[src/rtl/stats_pkg.sv]
// Shared definitions for the pet stat scheduler and stat datapath:
// stat indices, op encodings, scheduler states and index helpers.
package stats_pkg;

    localparam int unsigned NUM_STATS = 5;

    localparam logic [2:0] STAT_HUNGER    = 3'd0;
    localparam logic [2:0] STAT_HAPPINESS = 3'd1;
    localparam logic [2:0] STAT_HEALTH    = 3'd2;
    localparam logic [2:0] STAT_HYGIENE   = 3'd3;
    localparam logic [2:0] STAT_ENERGY    = 3'd4;

    localparam logic OP_DEC = 1'b0;
    localparam logic OP_INC = 1'b1;

    typedef enum logic {
        IDLE,
        ISSUE
    } sched_state_e;

    // Folds 0..9 onto a stat index 0..4.
    function automatic logic [2:0] stat_mod5(input logic [3:0] v);
        return (v < 4'd5) ? v[2:0] : 3'(v - 4'd5);
    endfunction

    function automatic logic [2:0] stat_wrap_inc(input logic [2:0] s);
        return (s == STAT_ENERGY) ? STAT_HUNGER : s + 3'd1;
    endfunction

endpackage

[src/rtl/stat_lfsr.sv]
// 5-bit maximal-length LFSR advancing every cycle, with its state folded
// onto a stat index 0..4 for random stat selection.
module stat_lfsr
    import stats_pkg::*;
#(
    parameter logic [4:0] SEED = 5'h1F
) (
    input  logic       clk_i,
    input  logic       rst_i,
    output logic [2:0] rand_sel_o
);

    logic [4:0] lfsr_q;
    logic [4:0] lfsr_d;

    always_comb begin
        lfsr_d = {lfsr_q[3:0], lfsr_q[4] ^ lfsr_q[2]};
    end

    always_ff @(posedge clk_i or posedge rst_i) begin
        if (rst_i) begin
            lfsr_q <= SEED;
        end else begin
            lfsr_q <= lfsr_d;
        end
    end

    assign rand_sel_o = stat_mod5({1'b0, lfsr_q[2:0]});

endmodule

[src/rtl/stat_scheduler.sv]
// Serialises decay ticks and round-robin care requests onto a single
// valid/ready command port towards the stat datapath.
module stat_scheduler
    import stats_pkg::*;
#(
    parameter int unsigned TICK_CYCLES     = 10_000_000,
    parameter int unsigned COOLDOWN_CYCLES = 2_700_000,
    parameter logic [4:0]  LFSR_SEED       = 5'h1F
) (
    input  logic                 clk,
    input  logic                 reset,
    input  logic [NUM_STATS-1:0] care_req,
    input  logic                 cmd_ready,
    output logic                 cmd_valid,
    output logic                 cmd_inc,
    output logic [2:0]           cmd_sel,
    output logic [NUM_STATS-1:0] pending,
    output logic                 cooldown_active,
    output logic                 decay_overrun
);

    localparam int unsigned TW = (TICK_CYCLES > 1) ? $clog2(TICK_CYCLES) : 1;
    localparam int unsigned CW = (COOLDOWN_CYCLES > 0) ? $clog2(COOLDOWN_CYCLES + 1) : 1;

    sched_state_e         state_q;
    logic                 cmd_valid_q, cmd_inc_q;
    logic [2:0]           cmd_sel_q;
    logic [TW-1:0]        tick_q, tick_d;
    logic [CW-1:0]        cool_q, cool_d;
    logic [2:0]           rr_ptr_q, rr_ptr_d;
    logic [NUM_STATS-1:0] prev_q, pend_q, pend_d;
    logic                 decay_pending_q, decay_pending_d;
    logic [2:0]           decay_sel_q, decay_sel_d;
    logic                 decay_overrun_q, decay_overrun_d;

    logic                 tick, take_decay, take_care, care_done;
    logic                 grant_found;
    logic [2:0]           grant_sel, idx, rand_sel;
    logic [3:0]           sum;
    logic [NUM_STATS-1:0] set_mask, clr_mask;

    stat_lfsr #(.SEED(LFSR_SEED)) u_lfsr (
        .clk_i      (clk),
        .rst_i      (reset),
        .rand_sel_o (rand_sel)
    );

    assign tick = (tick_q == TW'(TICK_CYCLES - 1));

    always_comb begin
        grant_found = 1'b0;
        grant_sel   = rr_ptr_q;
        idx         = rr_ptr_q;
        sum         = '0;
        for (int unsigned i = 0; i < NUM_STATS; i++) begin
            sum = {1'b0, rr_ptr_q} + 4'(i);
            idx = stat_mod5(sum);
            if (!grant_found && pend_q[idx]) begin
                grant_found = 1'b1;
                grant_sel   = idx;
            end
        end

        take_decay = (state_q == IDLE) && decay_pending_q;
        take_care  = (state_q == IDLE) && !decay_pending_q && grant_found && (cool_q == '0);
        care_done  = (state_q == ISSUE) && cmd_ready && (cmd_inc_q == OP_DEC);

        // A new edge on a bit being granted this cycle must survive the clear.
        set_mask = cooldown_active ? '0 : (care_req & ~prev_q);
        clr_mask = '0;
        if (take_care) begin
            clr_mask[grant_sel] = 1'b1;
        end
        pend_d = (pend_q & ~clr_mask) | set_mask;

        tick_d          = tick ? '0 : tick_q + 1'b1;
        decay_pending_d = tick ? 1'b1 : (take_decay ? 1'b0 : decay_pending_q);
        decay_sel_d     = tick ? rand_sel : decay_sel_q;
        decay_overrun_d = decay_overrun_q | (tick && decay_pending_q && !take_decay);
        rr_ptr_d        = care_done ? stat_wrap_inc(cmd_sel_q) : rr_ptr_q;
        if (care_done) begin
            cool_d = CW'(COOLDOWN_CYCLES);
        end else if (cool_q != '0) begin
            cool_d = cool_q - 1'b1;
        end else begin
            cool_d = '0;
        end
    end

    always_ff @(posedge clk or posedge reset) begin
        if (reset) begin
            tick_q          <= '0;
            cool_q          <= '0;
            rr_ptr_q        <= STAT_HUNGER;
            prev_q          <= '0;
            pend_q          <= '0;
            decay_pending_q <= 1'b0;
            decay_sel_q     <= STAT_HUNGER;
            decay_overrun_q <= 1'b0;
        end else begin
            tick_q          <= tick_d;
            cool_q          <= cool_d;
            rr_ptr_q        <= rr_ptr_d;
            prev_q          <= care_req;
            pend_q          <= pend_d;
            decay_pending_q <= decay_pending_d;
            decay_sel_q     <= decay_sel_d;
            decay_overrun_q <= decay_overrun_d;
        end
    end

    always_ff @(posedge clk or posedge reset) begin
        if (reset) begin
            state_q     <= IDLE;
            cmd_valid_q <= 1'b0;
            cmd_inc_q   <= OP_DEC;
            cmd_sel_q   <= STAT_HUNGER;
        end else begin
            case (state_q)
                IDLE: begin
                    if (take_decay) begin
                        cmd_inc_q   <= OP_INC;
                        cmd_sel_q   <= decay_sel_q;
                        cmd_valid_q <= 1'b1;
                        state_q     <= ISSUE;
                    end else if (take_care) begin
                        cmd_inc_q   <= OP_DEC;
                        cmd_sel_q   <= grant_sel;
                        cmd_valid_q <= 1'b1;
                        state_q     <= ISSUE;
                    end
                end
                ISSUE: begin
                    if (cmd_ready) begin
                        cmd_valid_q <= 1'b0;
                        state_q     <= IDLE;
                    end
                end
                default: state_q <= IDLE;
            endcase
        end
    end

    assign cmd_valid       = cmd_valid_q;
    assign cmd_inc         = cmd_inc_q;
    assign cmd_sel         = cmd_sel_q;
    assign pending         = pend_q;
    assign cooldown_active = (cool_q != '0);
    assign decay_overrun   = decay_overrun_q;

endmodule

[config.mk]
export PLATFORM = sky130hd
export DESIGN_NAME = stat_scheduler
export DESIGN_NICKNAME = d
export VERILOG_FILES = /design/src/rtl/stats_pkg.sv /design/src/rtl/stat_lfsr.sv /design/src/rtl/stat_scheduler.sv
export SDC_FILE = /design/constraint.sdc
export NUM_CORES = 1
export LEC_CHECK = 0
export ABC_CLOCK_PERIOD_IN_PS = 3600
export CAP_MARGIN = 10
export CORE_MARGIN = 2
export CORE_UTILIZATION = 35
export CTS_CLUSTER_SIZE = 12
export DETAILED_ROUTE_END_ITERATION = 7
export PLACE_DENSITY = 0.49
export SYNTH_ARGS = -nofsm -noshare
export SYNTH_HDL_FRONTEND = slang
export SYNTH_SLANG_ARGS = --single-unit
[constraint.sdc]
create_clock -name clk -period 3.6 [get_ports clk]
set_input_delay 0.72 -clock clk [delete_from_list [all_inputs] [get_ports clk]]
set_output_delay 0.72 -clock clk [all_outputs]
set_load 0.02 [all_outputs]
==> run_results.csv <==
group,metric,value,unit
critical_path,path_class,"reg -> out",
timing,rsz0062_at_grt,"false",
floorplanning,die_y,118,µm
finish,drive_gt1_share,10.1,%
critical_path,path_max_fanout,5,
place,dp_cells,640,
floorplanning,fp.dieW,118,µm
clock_network,post_cts_buffers,0,
timing,fin_ws,292,ps
timing,period_needed,3310,ps
place,pre_cts_ws,367,ps
route,dr_total_vias,3448,
timing,finalHoldViolCount,0,
route,drt_pre_antenna_iters,5,
critical_path,start_kind,"register",
route,ant_nets,0,
logic_synthesis,synth_common_cells,"dfrtp_1 (70), nor2_1 (41), nand2_1 (28), o21ai_0 (27), xnor2_1 (26)",
timing,tns,0,ps
logic_synthesis,yosys_register_bits,75,
logic_synthesis,ys_async_sr_fraction,100,%
floorplanning,rows,41,
power_and_ir_drop,p_leak,2.07,nW
clock_network,cts_max_path_buffers,2,
place,placed_area,0.00489,mm²
timing,finalClockSkew,7.56,ps
critical_path,required,2880,ps
power_and_ir_drop,ir_drop,0.393,mV
global_routing,grt_max_degree,76,
clock_network,cts.sinks,75,
route,drt_iter0_markers,229,
floorplanning,start_util,35.8,%
floorplanning,dieArea,0.0138,mm²
timing,max_freq,0.302,GHz
finish,nets,500,
route,wirelength,10300,µm
clock_network,ctsResizeCount,0,
route,routedWlPerCell,15.8,µm
logic_synthesis,synth.most_common_cell,"dfrtp_1",
route,vias_per_cell,5.26,
clock_network,cts_root_buf,"clkbuf_16",
global_routing,grt-ovfl-total,0,
finish,final_core_util,41.3,%
finish,design_area,0.00521,mm²
job,max-cap-violations,0,
global_routing,antenna_found_initial,0,
clock_network,htreeDepth,3,
logic_synthesis,synth_area,0.00451,mm²
logic_synthesis,yosysUniqueCellTypes,78,
global_routing,first_global_vias,3459,
global_routing,grt.total_usage,15.7,%
clock_network,numCtsBuffers,9,
floorplanning,io_pins,20,
logic_synthesis,synth_top_area_share,38.8,%
finish,n_fill_cell,1284,
timing,setup_viol,0,
logic_synthesis,yosysTopAreaCell,"dfrtp_1",
logic_synthesis,yosysWarnings,0,
place,portBuffers,19,
logic_synthesis,synth_edf_count,0,
floorplanning,coreArea,0.0126,mm²
finish,antenna_cells,0,
route,drc,0,
logic_synthesis,syn_avg_cell_area,9.83,µm²
logic_synthesis,synth_ff_type,"dfrtp_1",
critical_path,endpoint_kind,"output pin",
power_and_ir_drop,total_power,2.19,mW
place,gp_congestion,0.837,
worst_hold_path,hp-class,"reg -> reg",
timing,relSlewSlack,59.7,%
logic_synthesis,synth_fp_nets,480,
timing,worst_slew_pin_slew,602,ps
clock_network,clk_pin_slew,60,ps
finish,area_growth,15.5,%
power_and_ir_drop,powerDensity,421,mW/mm²
clock_network,ctsHoldBuffers,0,
global_routing,grt_pass1_wl,17700,µm
place,dp_hpwl,7380,µm
status,status,"finished, final reports clean",
finish,stdcell_count,656,
logic_synthesis,synthCells,459,
logic_synthesis,yosysSeqAreaShare,41.7,%
clock_network,cts_tree,"built",
clock_network,clk_latency,330,ps
timing,maxSlewViolCount,0,
timing,holdWs,356,ps
timing,fin_crit_sh,91.9,%
logic_synthesis,synthTopCellsByArea,"dfrtp_1 (39%), xnor2_1 (5.0%), nor2_1 (3.4%), ha_1 (3.3%), o21ai_0 (3.0%)",
critical_path,cp_data_arrival_time,2590,ps
## routing by layer
| layer | up-vias | share of wire, % | track usage (%) |
|---|---|---|---|
| met4 | 0 | 1.2 | 5.42 |
| met5 | - | 0 | 0 |
| met3 | 11 | 3.7 | 3.20 |
| met2 | 48 | 47 | 24.6 |
| met1 | 1668 | 48 | 21.7 |
| li1 | 1721 | - | - |
## cell usage in the layout, fill, tap and decap left out, types with 3 or more instances in the layout
cell and count:
o21ai_0 27, inv_1 19, a21o_1 3, o211a_1 3, and4_1 5, nand4_1 7, a21oi_1 12, nand2_1 28
buf_4 6, ha_1 12, nor4_1 7, inv_2 3, o21ai_1 5, o22a_1 3, clkdlybuf4s50_1 19, mux2i_1 10
nor4_2 3, xnor2_1 26, xor2_1 15, or4_1 4, nor2b_1 7, nor3_1 13, clkbuf_16 9, or3_1 4
o31ai_1 5, dfstp_2 5, o211ai_1 8, nor2_1 41, nand3_1 16, nand2b_1 5, a211oi_1 3, dfrtp_1 70
a31oi_1 4, nor3b_1 5, nand3b_1 5, and2_1 3
## registers in the layout (all words and copies together) (netlist names)
register and flops:
cmd_valid 1, cool_q 22, cmd_inc 1, decay_pending_q 1, rr_ptr_q 3, state_q 1, cmd_sel 3, decay_overrun 1
pending 5, decay_sel_q 3, u_lfsr.lfsr_q 5, tick_q 24, prev_q 5
## final timing paths
check,from,endpoint,slack [ps],cells after the start
setup / recovery,cool_q[4]$_DFF_PP0_,cooldown_active,290,5
hold / removal,u_lfsr.lfsr_q[3]$_DFF_PP1_,u_lfsr.lfsr_q[4]$_DFF_PP1_,360,0
setup reg to reg,rr_ptr_q[1]$_DFFE_PP0P_,pending[2]$_DFF_PP0_,340,10
hold reg to reg,u_lfsr.lfsr_q[3]$_DFF_PP1_,u_lfsr.lfsr_q[4]$_DFF_PP1_,360,0
max in group asynchronous,reset,u_lfsr.lfsr_q[2]$_DFF_PP1_,2450,3
min in group asynchronous,reset,cool_q[17]$_DFF_PP0_,800,3
## cells by family after synthesis
| family | Yosys count | synth area share, % |
|---|---|---|
| buf+inv | 39 | 3.85 |
| simple gates | 167 | 20.4 |
| fa+ha+maj | 15 | 4.22 |
| mux | 17 | 5.21 |
| flops | 75 | 41.7 |
| compound gates | 105 | 16.6 |
| xor+xnor | 41 | 7.96 |
## final cells by class
type	instances	area [µm²]	share of cell area [%]
Multi-Input combinational cell	345	2450	47.1
Sequential cell	75	1880	36.1
Timing Repair Buffer	26	255	4.90
Clock buffer	12	246	4.73
Tap cell	172	215	4.13
Inverter	22	82.6	1.58
Clock inverter	4	73.8	1.42
## where the power goes
part | total [mW] | switching, mW | internal (mW) | leakage [nW]
combinational | 0.285 | 0.164 | 0.121 | 0.988
clock | 0.968 | 0.341 | 0.628 | 0.157
sequential | 0.940 | 0.0462 | 0.894 | 0.922
total | 2.19 | 0.551 | 1.64 | 2.07
## worst max-delay path: stages (launching register included)
cell	delay, ps
dfrtp_1	420
or4_1	600
nor4_2	350
and3_1	250
inv_1	100
clkdlybuf4s50_1	550
Power figures use the tool's default switching activity.
